**src/rtl/mac_array_acc.sv**
```systemverilog
// mac_array_acc: multi-lane signed multiply-accumulate engine.
//   Each lane adds VEC_LEN products a*b onto a per-lane bias. It can either
//   saturate or wrap on overflow, and it keeps a sticky overflow flag.
//   Ports:
//     clk, rst_n              clock, async active-low reset
//     start, vec_len, bias,   job setup, sampled in IDLE only
//       sat_en
//     in_valid/in_ready,      operand beat stream, shared by all lanes
//       operand_a/b
//     out_valid/out_ready,    result handshake
//       out_data, overflow
//     busy                    high whenever the engine is not IDLE
//   Pipeline: beat accept -> product register (stage 1) -> accumulate (stage 2).

// ---------------------------------------------------------------------------
// One MAC lane: product register, accumulator, sticky overflow, result reg.
// ---------------------------------------------------------------------------
module mac_lane #(
  parameter int DATA_WIDTH = 8,
  parameter int ACC_WIDTH  = 32
) (
  input  logic                  clk,
  input  logic                  rst_n,
  input  logic                  i_load,   // job start: acc <= bias, clear ovf
  input  logic                  i_beat,   // beat accepted: register product
  input  logic                  i_pvld,   // product register holds a live term
  input  logic                  i_sat,
  input  logic                  i_cap,    // latch result into output register
  input  logic [DATA_WIDTH-1:0] i_a,
  input  logic [DATA_WIDTH-1:0] i_b,
  input  logic [ACC_WIDTH-1:0]  i_bias,
  output logic [ACC_WIDTH-1:0]  o_data,
  output logic                  o_ovf
);
  localparam logic [ACC_WIDTH-1:0] ACC_MAX = {1'b0, {(ACC_WIDTH-1){1'b1}}};
  localparam logic [ACC_WIDTH-1:0] ACC_MIN = {1'b1, {(ACC_WIDTH-1){1'b0}}};

  logic signed [2*DATA_WIDTH-1:0] w_prod;
  logic signed [ACC_WIDTH-1:0]    r_prod;
  logic        [ACC_WIDTH-1:0]    r_acc;
  logic        [ACC_WIDTH:0]      w_sum;
  logic                           w_ovf;
  logic        [ACC_WIDTH-1:0]    w_acc_nxt;
  logic        [ACC_WIDTH-1:0]    r_out;
  logic                           r_ovf;

  // Full-width product: even (-2^(N-1))^2 fits exactly in 2*N signed bits.
  assign w_prod = $signed(i_a) * $signed(i_b);

  // One guard bit; the top two bits of the sum disagree on signed overflow.
  assign w_sum = {r_acc[ACC_WIDTH-1], r_acc} + {r_prod[ACC_WIDTH-1], r_prod};
  assign w_ovf = w_sum[ACC_WIDTH] ^ w_sum[ACC_WIDTH-1];

  always_comb begin
    w_acc_nxt = r_acc;
    if (i_pvld) begin
      if (w_ovf && i_sat) w_acc_nxt = w_sum[ACC_WIDTH] ? ACC_MIN : ACC_MAX;
      else                w_acc_nxt = w_sum[ACC_WIDTH-1:0];
    end
  end

  always_ff @(posedge clk or negedge rst_n) begin
    if (!rst_n) begin
      r_prod <= '0;
      r_acc  <= '0;
      r_ovf  <= 1'b0;
      r_out  <= '0;
    end else begin
      if (i_beat) r_prod <= ACC_WIDTH'(w_prod);   // signed cast sign-extends
      if (i_load) begin
        r_acc <= i_bias;
        r_ovf <= 1'b0;
      end else begin
        r_acc <= w_acc_nxt;
        if (i_pvld && w_ovf) r_ovf <= 1'b1;
      end
      // A zero-length job presents the bias directly as the result.
      if (i_cap) r_out <= i_load ? i_bias : w_acc_nxt;
    end
  end

  assign o_data = r_out;
  assign o_ovf  = r_ovf;
endmodule

// ---------------------------------------------------------------------------
// Top: job FSM, beat counter, lane array.
// ---------------------------------------------------------------------------
module mac_array_acc #(
  parameter int DATA_WIDTH = 8,
  parameter int ACC_WIDTH  = 32,   // must be >= 2*DATA_WIDTH
  parameter int LANES      = 4,
  parameter int LEN_W      = 16
) (
  input  logic                        clk,
  input  logic                        rst_n,
  input  logic                        start,
  input  logic [LEN_W-1:0]            vec_len,
  input  logic [LANES*ACC_WIDTH-1:0]  bias,
  input  logic                        sat_en,
  input  logic                        in_valid,
  output logic                        in_ready,
  input  logic [LANES*DATA_WIDTH-1:0] operand_a,
  input  logic [LANES*DATA_WIDTH-1:0] operand_b,
  output logic                        out_valid,
  input  logic                        out_ready,
  output logic [LANES*ACC_WIDTH-1:0]  out_data,
  output logic [LANES-1:0]            overflow,
  output logic                        busy
);
  typedef enum logic [1:0] {S_IDLE, S_ACCUM, S_DRAIN, S_DONE} state_t;

  state_t           r_state;
  logic [LEN_W-1:0] r_len;
  logic [LEN_W-1:0] r_cnt;
  logic             r_sat;
  logic             r_in_ready;
  logic             r_out_valid;
  logic             r_busy;
  logic             r_pvld;

  logic             w_accept;
  logic [LEN_W-1:0] w_cnt_inc;
  logic             w_last;
  logic             w_load;
  logic             w_cap;

  assign w_accept  = in_valid && r_in_ready;
  assign w_cnt_inc = r_cnt + 1'b1;
  assign w_last    = w_accept && (w_cnt_inc == r_len);
  assign w_load    = (r_state == S_IDLE) && start;
  // Result is latched when the last product lands (DRAIN), or at start for
  // an empty job.
  assign w_cap     = (r_state == S_DRAIN) || (w_load && (vec_len == '0));

  always_ff @(posedge clk or negedge rst_n) begin
    if (!rst_n) begin
      r_state     <= S_IDLE;
      r_len       <= '0;
      r_cnt       <= '0;
      r_sat       <= 1'b0;
      r_in_ready  <= 1'b0;
      r_out_valid <= 1'b0;
      r_busy      <= 1'b0;
      r_pvld      <= 1'b0;
    end else begin
      r_pvld <= w_accept;
      case (r_state)
        S_IDLE: begin
          if (start) begin
            r_len  <= vec_len;
            r_sat  <= sat_en;
            r_cnt  <= '0;
            r_busy <= 1'b1;
            if (vec_len == '0) begin
              r_state     <= S_DONE;
              r_out_valid <= 1'b1;
            end else begin
              r_state    <= S_ACCUM;
              r_in_ready <= 1'b1;
            end
          end
        end
        S_ACCUM: begin
          if (w_accept) begin
            r_cnt <= w_cnt_inc;
            if (w_last) begin
              r_state    <= S_DRAIN;
              r_in_ready <= 1'b0;
            end
          end
        end
        S_DRAIN: begin
          r_state     <= S_DONE;
          r_out_valid <= 1'b1;
        end
        S_DONE: begin
          if (out_ready) begin
            r_state     <= S_IDLE;
            r_out_valid <= 1'b0;
            r_busy      <= 1'b0;
          end
        end
        default: r_state <= S_IDLE;
      endcase
    end
  end

  for (genvar g = 0; g < LANES; g++) begin : g_lane
    mac_lane #(.DATA_WIDTH(DATA_WIDTH), .ACC_WIDTH(ACC_WIDTH)) u_lane (
      .clk    (clk),
      .rst_n  (rst_n),
      .i_load (w_load),
      .i_beat (w_accept),
      .i_pvld (r_pvld),
      .i_sat  (r_sat),
      .i_cap  (w_cap),
      .i_a    (operand_a[g*DATA_WIDTH +: DATA_WIDTH]),
      .i_b    (operand_b[g*DATA_WIDTH +: DATA_WIDTH]),
      .i_bias (bias[g*ACC_WIDTH +: ACC_WIDTH]),
      .o_data (out_data[g*ACC_WIDTH +: ACC_WIDTH]),
      .o_ovf  (overflow[g])
    );
  end

  assign in_ready  = r_in_ready;
  assign out_valid = r_out_valid;
  assign busy      = r_busy;
endmodule

```
**config.mk**
```make
export PLATFORM = sky130hd
export DESIGN_NAME = mac_array_acc
export DESIGN_NICKNAME = d
export VERILOG_FILES = /design/src/rtl/mac_array_acc.sv
export SDC_FILE = /design/constraint.sdc
export NUM_CORES = 2
export LEC_CHECK = 0
export ABC_AREA = 0
export ABC_CLOCK_PERIOD_IN_PS = 4100
export CORE_MARGIN = 1.5
export CORE_UTILIZATION = 50
export DETAILED_ROUTE_END_ITERATION = 10
export GPL_ROUTABILITY_DRIVEN = 0
export HOLD_SLACK_MARGIN = 0.05
export PLACE_DENSITY = 0.73
export SETUP_SLACK_MARGIN = 0.5
export SLEW_MARGIN = 20
export SYNTH_ARGS = -nofsm -noshare
export SYNTH_HDL_FRONTEND = slang
export SYNTH_SLANG_ARGS = --single-unit
```
**constraint.sdc**
```tcl
create_clock -name clk -period 4.1 [get_ports clk]
set_input_delay 0.615 -clock clk [delete_from_list [all_inputs] [get_ports clk]]
set_output_delay 0.615 -clock clk [all_outputs]
set_load 0.005 [all_outputs]
```
# Yosys cells after proc, flatten, opt, wreduce, memory -nomap -nowiden
# Index checks and enable logic that the tools add are counted.
[op_classes]
n_lt_le_gt_ge = 0
div = 0
reduce_logical = 28
n_mul = 4
shifts = 0
bitwise_logic = 4
addsub = 5
eq_ne = 10
mux = 44
[op_table]
columns = ["op", "count"]
rows = [
  ["32-bit 2-to-1 mux", 16],
  ["32-bit by 16-bit adder with 33-bit output", 4],
  ["8-bit by 8-bit multiplier with 16-bit output", 4],
  ["16-bit 2-to-1 mux", 2],
  ["16-bit case mux with 2 select lines", 1],
  ["16-bit by 1-bit adder with 16-bit output, second input constant", 1],
  ["16-bit equality test", 1],
  ["16-bit zero test", 1],
  ["1-bit 2-to-1 mux", 16],
  ["1-bit logical AND", 12],
  ["2-bit nonzero test", 6],
  ["2-bit 2-to-1 mux", 5],
  ["2-bit inequality test, second input constant", 5],
  ["2-bit case mux with 4 select lines", 1],
  ["4-bit AND reduction", 2],
  ["3-bit AND reduction", 2],
  ["5-bit AND reduction", 1],
  ["2-bit equality test, second input constant", 2],
  ["1-bit case mux with 2 select lines", 2],
  ["1-bit bitwise XOR", 4],
  ["1-bit case mux with 3 select lines", 1],
  ["3-bit nonzero test", 1],
  ["2-bit by 1-bit equality test with 1-bit output, second input constant", 1],
  ["2-bit zero test", 1],
  ["3 further kinds", 3],
]
[totals]
out_inout_bits = 135
mem_count = 0
inputBits = 214
latchBits = 0
romBits = 0
reg_bits = 363
word_cells = 119
ramBits = 0

# Logic depth before layout (Yosys ltp)
[logic_depth]
ltp_word = 6
mapped_depth = 21

# Cells and area by module
# Synthesis repeated with hierarchy kept, for this count alone.
[unflattened]
cells_unflattened = 3921
area_unflattened_um2 = 34335.4
[modules_own_cells]
columns = ["module", "instances", "cells_each", "seq_area_each_um2", "area_per_inst_um2"]
rows = [
  ["mac_lane at g_lane[1].u_lane", 1, 923, 2026.9, 8152.8],
  ["mac_lane at g_lane[2].u_lane", 1, 923, 2026.9, 7996.4],
  ["mac_lane at g_lane[3].u_lane", 1, 906, 2026.9, 7878.8],
  ["mac_lane at g_lane[0].u_lane", 1, 923, 2026.9, 7861.3],
  ["mac_array_acc", 1, 246, 975.9, 2446.1],
]

# Worst setup path after synthesis
# No wires, ideal clock.
[synth_path]
path_type = "input-to-reg"
start = "input port operand_a[13]"
end = "register g_lane[1].u_lane.r_prod[14]"
setup_ns = 0.134
required_ns = 3.966
path_slack_ns = -0.517
stages = 20
n_path_buf = 0
arrival_time_ns = 4.483
path_cell_list = "and2_1 -> fa_1 -> inv_1 -> fa_1 -> inv_1 -> fa_1 -> inv_1 -> fa_1 -> inv_1 -> ha_1 -> o21ai_0 -> a21boi_0 -> o21ai_0 -> a21boi_0 -> o21ai_0 -> nand2b_1 -> a21o_1 -> a21oi_1 -> xor2_1 -> o21ai_0"
[synth_between]
elab_chain_cells = 1
[synth_rtl]
columns = ["item", "line_no", "text"]
rows = [
  ["from (decl)", "103", "input logic [LANES*DATA_WIDTH-1:0] operand_a,"],
  ["8-bit by 8-bit multiplier with 16-bit output", "48", "assign w_prod = $signed(i_a) * $signed(i_b);"],
  ["to (signal assigned)", "69", "if (i_beat) r_prod <= ACC_WIDTH'(w_prod);"],
  ["to (decl)", "39", "logic signed [ACC_WIDTH-1:0] r_prod;"],
]
# No other way between the ends.
# A chain may end at the register's enable or synchronous reset.

# Worst setup path after layout
[layout_path]
start = "input port operand_b[25]"
end = "register g_lane[3].u_lane.r_prod[10]"
[layout_between]
elab_chain_cells = 1
[layout_rtl]
columns = ["item", "line_no", "text"]
rows = [
  ["from (decl)", "104", "input logic [LANES*DATA_WIDTH-1:0] operand_b,"],
  ["8-bit by 8-bit multiplier with 16-bit output", "48", ""],
  ["to (signal assigned)", "69", ""],
  ["to (decl)", "39", ""],
]
# No other way between the ends.

==> results.cfg <==
[power_and_ir_drop]
powerDensity_nw_per_um2 = 995
comb_power_share_pct = 74.6
irDropWorstVdd_mv = 0.591
switching_share_pct = 45.9
p_clk_share_pct = 9.7
cellLeakagePower_nw = 19.7
power_frac_seq_pct = 15.7
power.switching_mw = 19.8
totalPowerFinal_mw = 43.2
p_int_mw = 23.4

[outcome]
status = finished, violations left
violations = setup timing

[layout]
postLayoutCoreUtil_pct = 68.4
nNetsFinal = 4917
final_cell_area_um2 = 43400
area_growth_pct = 34.5
n_antenna_cell = 0
post_route_cells_drive_above_1_share_pct = 24.3

[setup_path]
critPathKind = in -> reg
cp-start-kind = primary input
cp_slowest_cell = fa_1
cp-startpoint = operand_b[25]
crit_arrival_ns = 4.80
cp.required_ns = 4.55
r2r_end = g_lane[1].u_lane.o_data[6]
end_kind = flop
r2r_cells = 16
path_cells = buf_8 -> and2_4 -> fa_1 -> inv_2 -> fa_1 -> inv_2 -> fa_1 -> inv_2 -> fa_1 -> inv_2 -> ha_4 -> o21ai_4 -> a21boi_4 -> o21ai_2 -> buf_4 -> buf_6 -> buf_6 -> buf_6 -> buf_6 -> buf_6 -> nand2_2 -> nor2_2 -> o31ai_1
cp_top_family = adder cells
critPathBufInv = 11
critical_path.max_fanout = 6
r2r-start = g_lane[1].u_lane.r_acc[9]
rrSetupSlack_ns = 0.16
cp_common_cell = buf_6
slowest_delay_ns = 0.54

[clock_network]
clk_pin_slew_ns = 0.06
cts_sinks = 363
cts.path.max_buffers = 3
cts-root-buf = clkbuf_16
cts_tree = done
numCtsBuffers = 44
clock_latency_ns = 0.59
h-tree-depth = 2

[floorplanning]
rows = 92
fp.dieW_um = 257
fp.dieH_um = 257
start_util_pct = 50.9
core_um2 = 63400
dieArea_um2 = 66100
io_pins = 349

[yosys]
synthTopCellsByArea = dfrtp_1 (28%), fa_1 (14%), ha_1 (9.7%)
synth_top_cell_by_area = dfrtp_1
syn_inst = 3595
syn_avg_cell_area_um2 = 8.98
ys_seq_area_share_pct = 28.2
yosys_warnings = 0
mappedNetlistNets = 4283
synth.cell_area_um2 = 32300
synth_top_area_share_pct = 28.2
synthFlopType = dfrtp_1
async_flop_share_pct = 100
synth_cell_types = 91
synth-edff-count = 0
ys_ff_latch = 363

[grt]
grt_max_degree = 97
globalRouteTotalUtil_pct = 28.6
grt_pass1_wl_mm = 153
overflow = 0
antenna_found_initial = 6
grt_pass1_vias = 29100

[timing]
fmax_mhz = 230
final-setup-viol-count = 9
finClkSkew_ns = 0.0299
period_share_pct = 106
relSlewSlack_pct = 24.0
tightest_slew_ns = 1.14
fin_ws_ns = -0.255
finalHoldViolCount = 0
drv_slew = 0
min_period_ns = 4.36
rsz0062_at_grt = yes

[drt]
vias = 28900
via_per_inst = 5.66
firstDrtPassIters = 5
drtIter0Drc = 2012
routed_wl_mm = 99.3
antenna_left = 0
wire_per_inst_um = 19.4
post-route-drc-count = 0

[min_path]
hold_start = operand_b[8]
min_path_cells = 4
holdCritPathClass = in -> reg
worstHoldEndpoint = g_lane[1].u_lane.r_prod[0]

[run]
maxCapViolations = 0

[placed_design]
dpl.hpwl_mm = 68.9
place_area_um2 = 38400
io_buffer_count = 348
dp_slack_ns = -1.12
==> kinds of logic (layout without fill, tap and decap cells) <==
logic type | count (synthesis) | count (layout) | share of synthesized area [%]
compound gates | 971 | 971 | 18.3
xor+xnor | 199 | 199 | 5.42
fa+ha+maj | 474 | 474 | 23.6
buf+inv | 507 | 1176 | 6.13
flops | 363 | 363 | 28.2
mux | 123 | 123 | 4.27
simple gates | 958 | 958 | 14.1
==> repair_timing <==
action,CTS,global route
endpoints found under the hold margin,49,0
cloned,5,4
setup endpoints to repair,219,214
buffers inserted,74,50
resized for setup,495,337
pin swaps,162,162
hold buffers,1,0
==> synthesized netlist by cell type, types with 15 or more instances <==
cell      count
a211o_1      16
a211oi_1     16
a21o_1       83
a21oi_1     286
a31oi_1      24
and2_1      168
and3_1       17
clkbuf_1    108
dfrtp_1     363
fa_1        224
ha_1        250
inv_1       368
mux2_2      113
nand2_1     414
nand2b_1     22
nand3_1      40
nand4_1      22
nor2_1      136
nor2b_1      34
nor3_1       43
o21a_1       16
o21ai_0     328
o21ai_1      29
o21bai_1     27
o31ai_1      15
or3_1        37
xnor2_1     136
xor2_1       62
==> layer usage <==
layer | GRT usage, % | vias to the layer above | share of wire (%)
met3 | 4.84 | 235 | 6.5
met2 | 47.1 | 897 | 48
met4 | 9.17 | 10 | 3.4
met5 | 0 | - | 0.065
li1 | - | 13500 | -
met1 | 38.3 | 14300 | 42
==> stage by stage <==
stage	cells	hold slack (ns)	setup TNS [ns]
after detailed placement	4895	0.478	-26.89
after floorplan	3595	0.319	-2.72
final	5110	0.455	-0.841
after global placement	4895	0.468	-24.36
after global routing	5110	0.495	-2.48
after CTS	5056	0.424	-0.234
==> worst max path at each step <==
stage                                             end  slack (ns)  depth (start not counted)
after floorplan           g_lane[2].u_lane.r_prod[15]       -0.34                         20
after global placement    g_lane[2].u_lane.r_prod[14]       -1.02                         21
after CTS                 g_lane[2].u_lane.r_prod[15]       -0.06                         21
after global routing      g_lane[3].u_lane.r_prod[10]       -0.31                         23
after detailed placement  g_lane[3].u_lane.r_prod[14]       -1.12                         19
final                     g_lane[3].u_lane.r_prod[10]       -0.26                         23
==> final cells by class <==
type | count | area (um2)
repair buffers | 726 | 6760
inverters | 369 | 1390
multi-input cells | 2725 | 23600
clock buffers | 55 | 1220
clock inverters | 26 | 314
well taps | 846 | 1060
fillers | 4709 | 20000
flip-flops and latches | 363 | 9090
==> placed cells by master, fill, tap and decap left out, drive strengths merged, types with 26 or more instances in the layout <==
| cell type | n |
|---|---|
| clkbuf | 64 |
| and2 | 168 |
| inv | 372 |
| nand3 | 42 |
| nor3 | 44 |
| a21o | 85 |
| xnor2 | 137 |
| o21bai | 27 |
| buf | 428 |
| fa | 224 |
| nand2 | 418 |
| nor2 | 137 |
| clkdlybuf4s50 | 283 |
| a31oi | 26 |
| a21oi | 297 |
| ha | 250 |
| xor2 | 62 |
| mux2 | 113 |
| nor2b | 34 |
| dfrtp | 363 |
| o21ai | 358 |
| or3 | 38 |
==> power groups by stage <==
stage               Combinational [mW]  Clock [mW]  Sequential, mW
floorplan                         17.6           0            6.35
global placement                  24.7           0            6.68
detailed placement                25.1           0            6.71
CTS                               28.0        4.22            6.70
global route                      35.0        4.38            6.95
finish                            32.3        4.17            6.78
==> worst register-to-register path: cells and delay by family, from the launching register on <==
family,cells,cell delay [ns]
AO/OA/AOI/OAI,9,1.95
buffers and inverters,4,0.61
adder cells (fa/ha/maj),1,0.42
flip-flops,1,0.41
multiplexers,1,0.25
AND/OR/NAND/NOR,1,0.18
==> flip-flops by register name, summed over array words and instances, names as in the netlist <==
name,cells
g_lane.u_lane.o_data,128
g_lane.u_lane.o_ovf,4
out_valid,1
r_state,2
r_sat,1
g_lane.u_lane.r_acc,128
r_len,16
busy,1
r_pvld,1
r_cnt,16
g_lane.u_lane.r_prod,64
in_ready,1
Note: power is estimated with default switching activity, not from simulation.
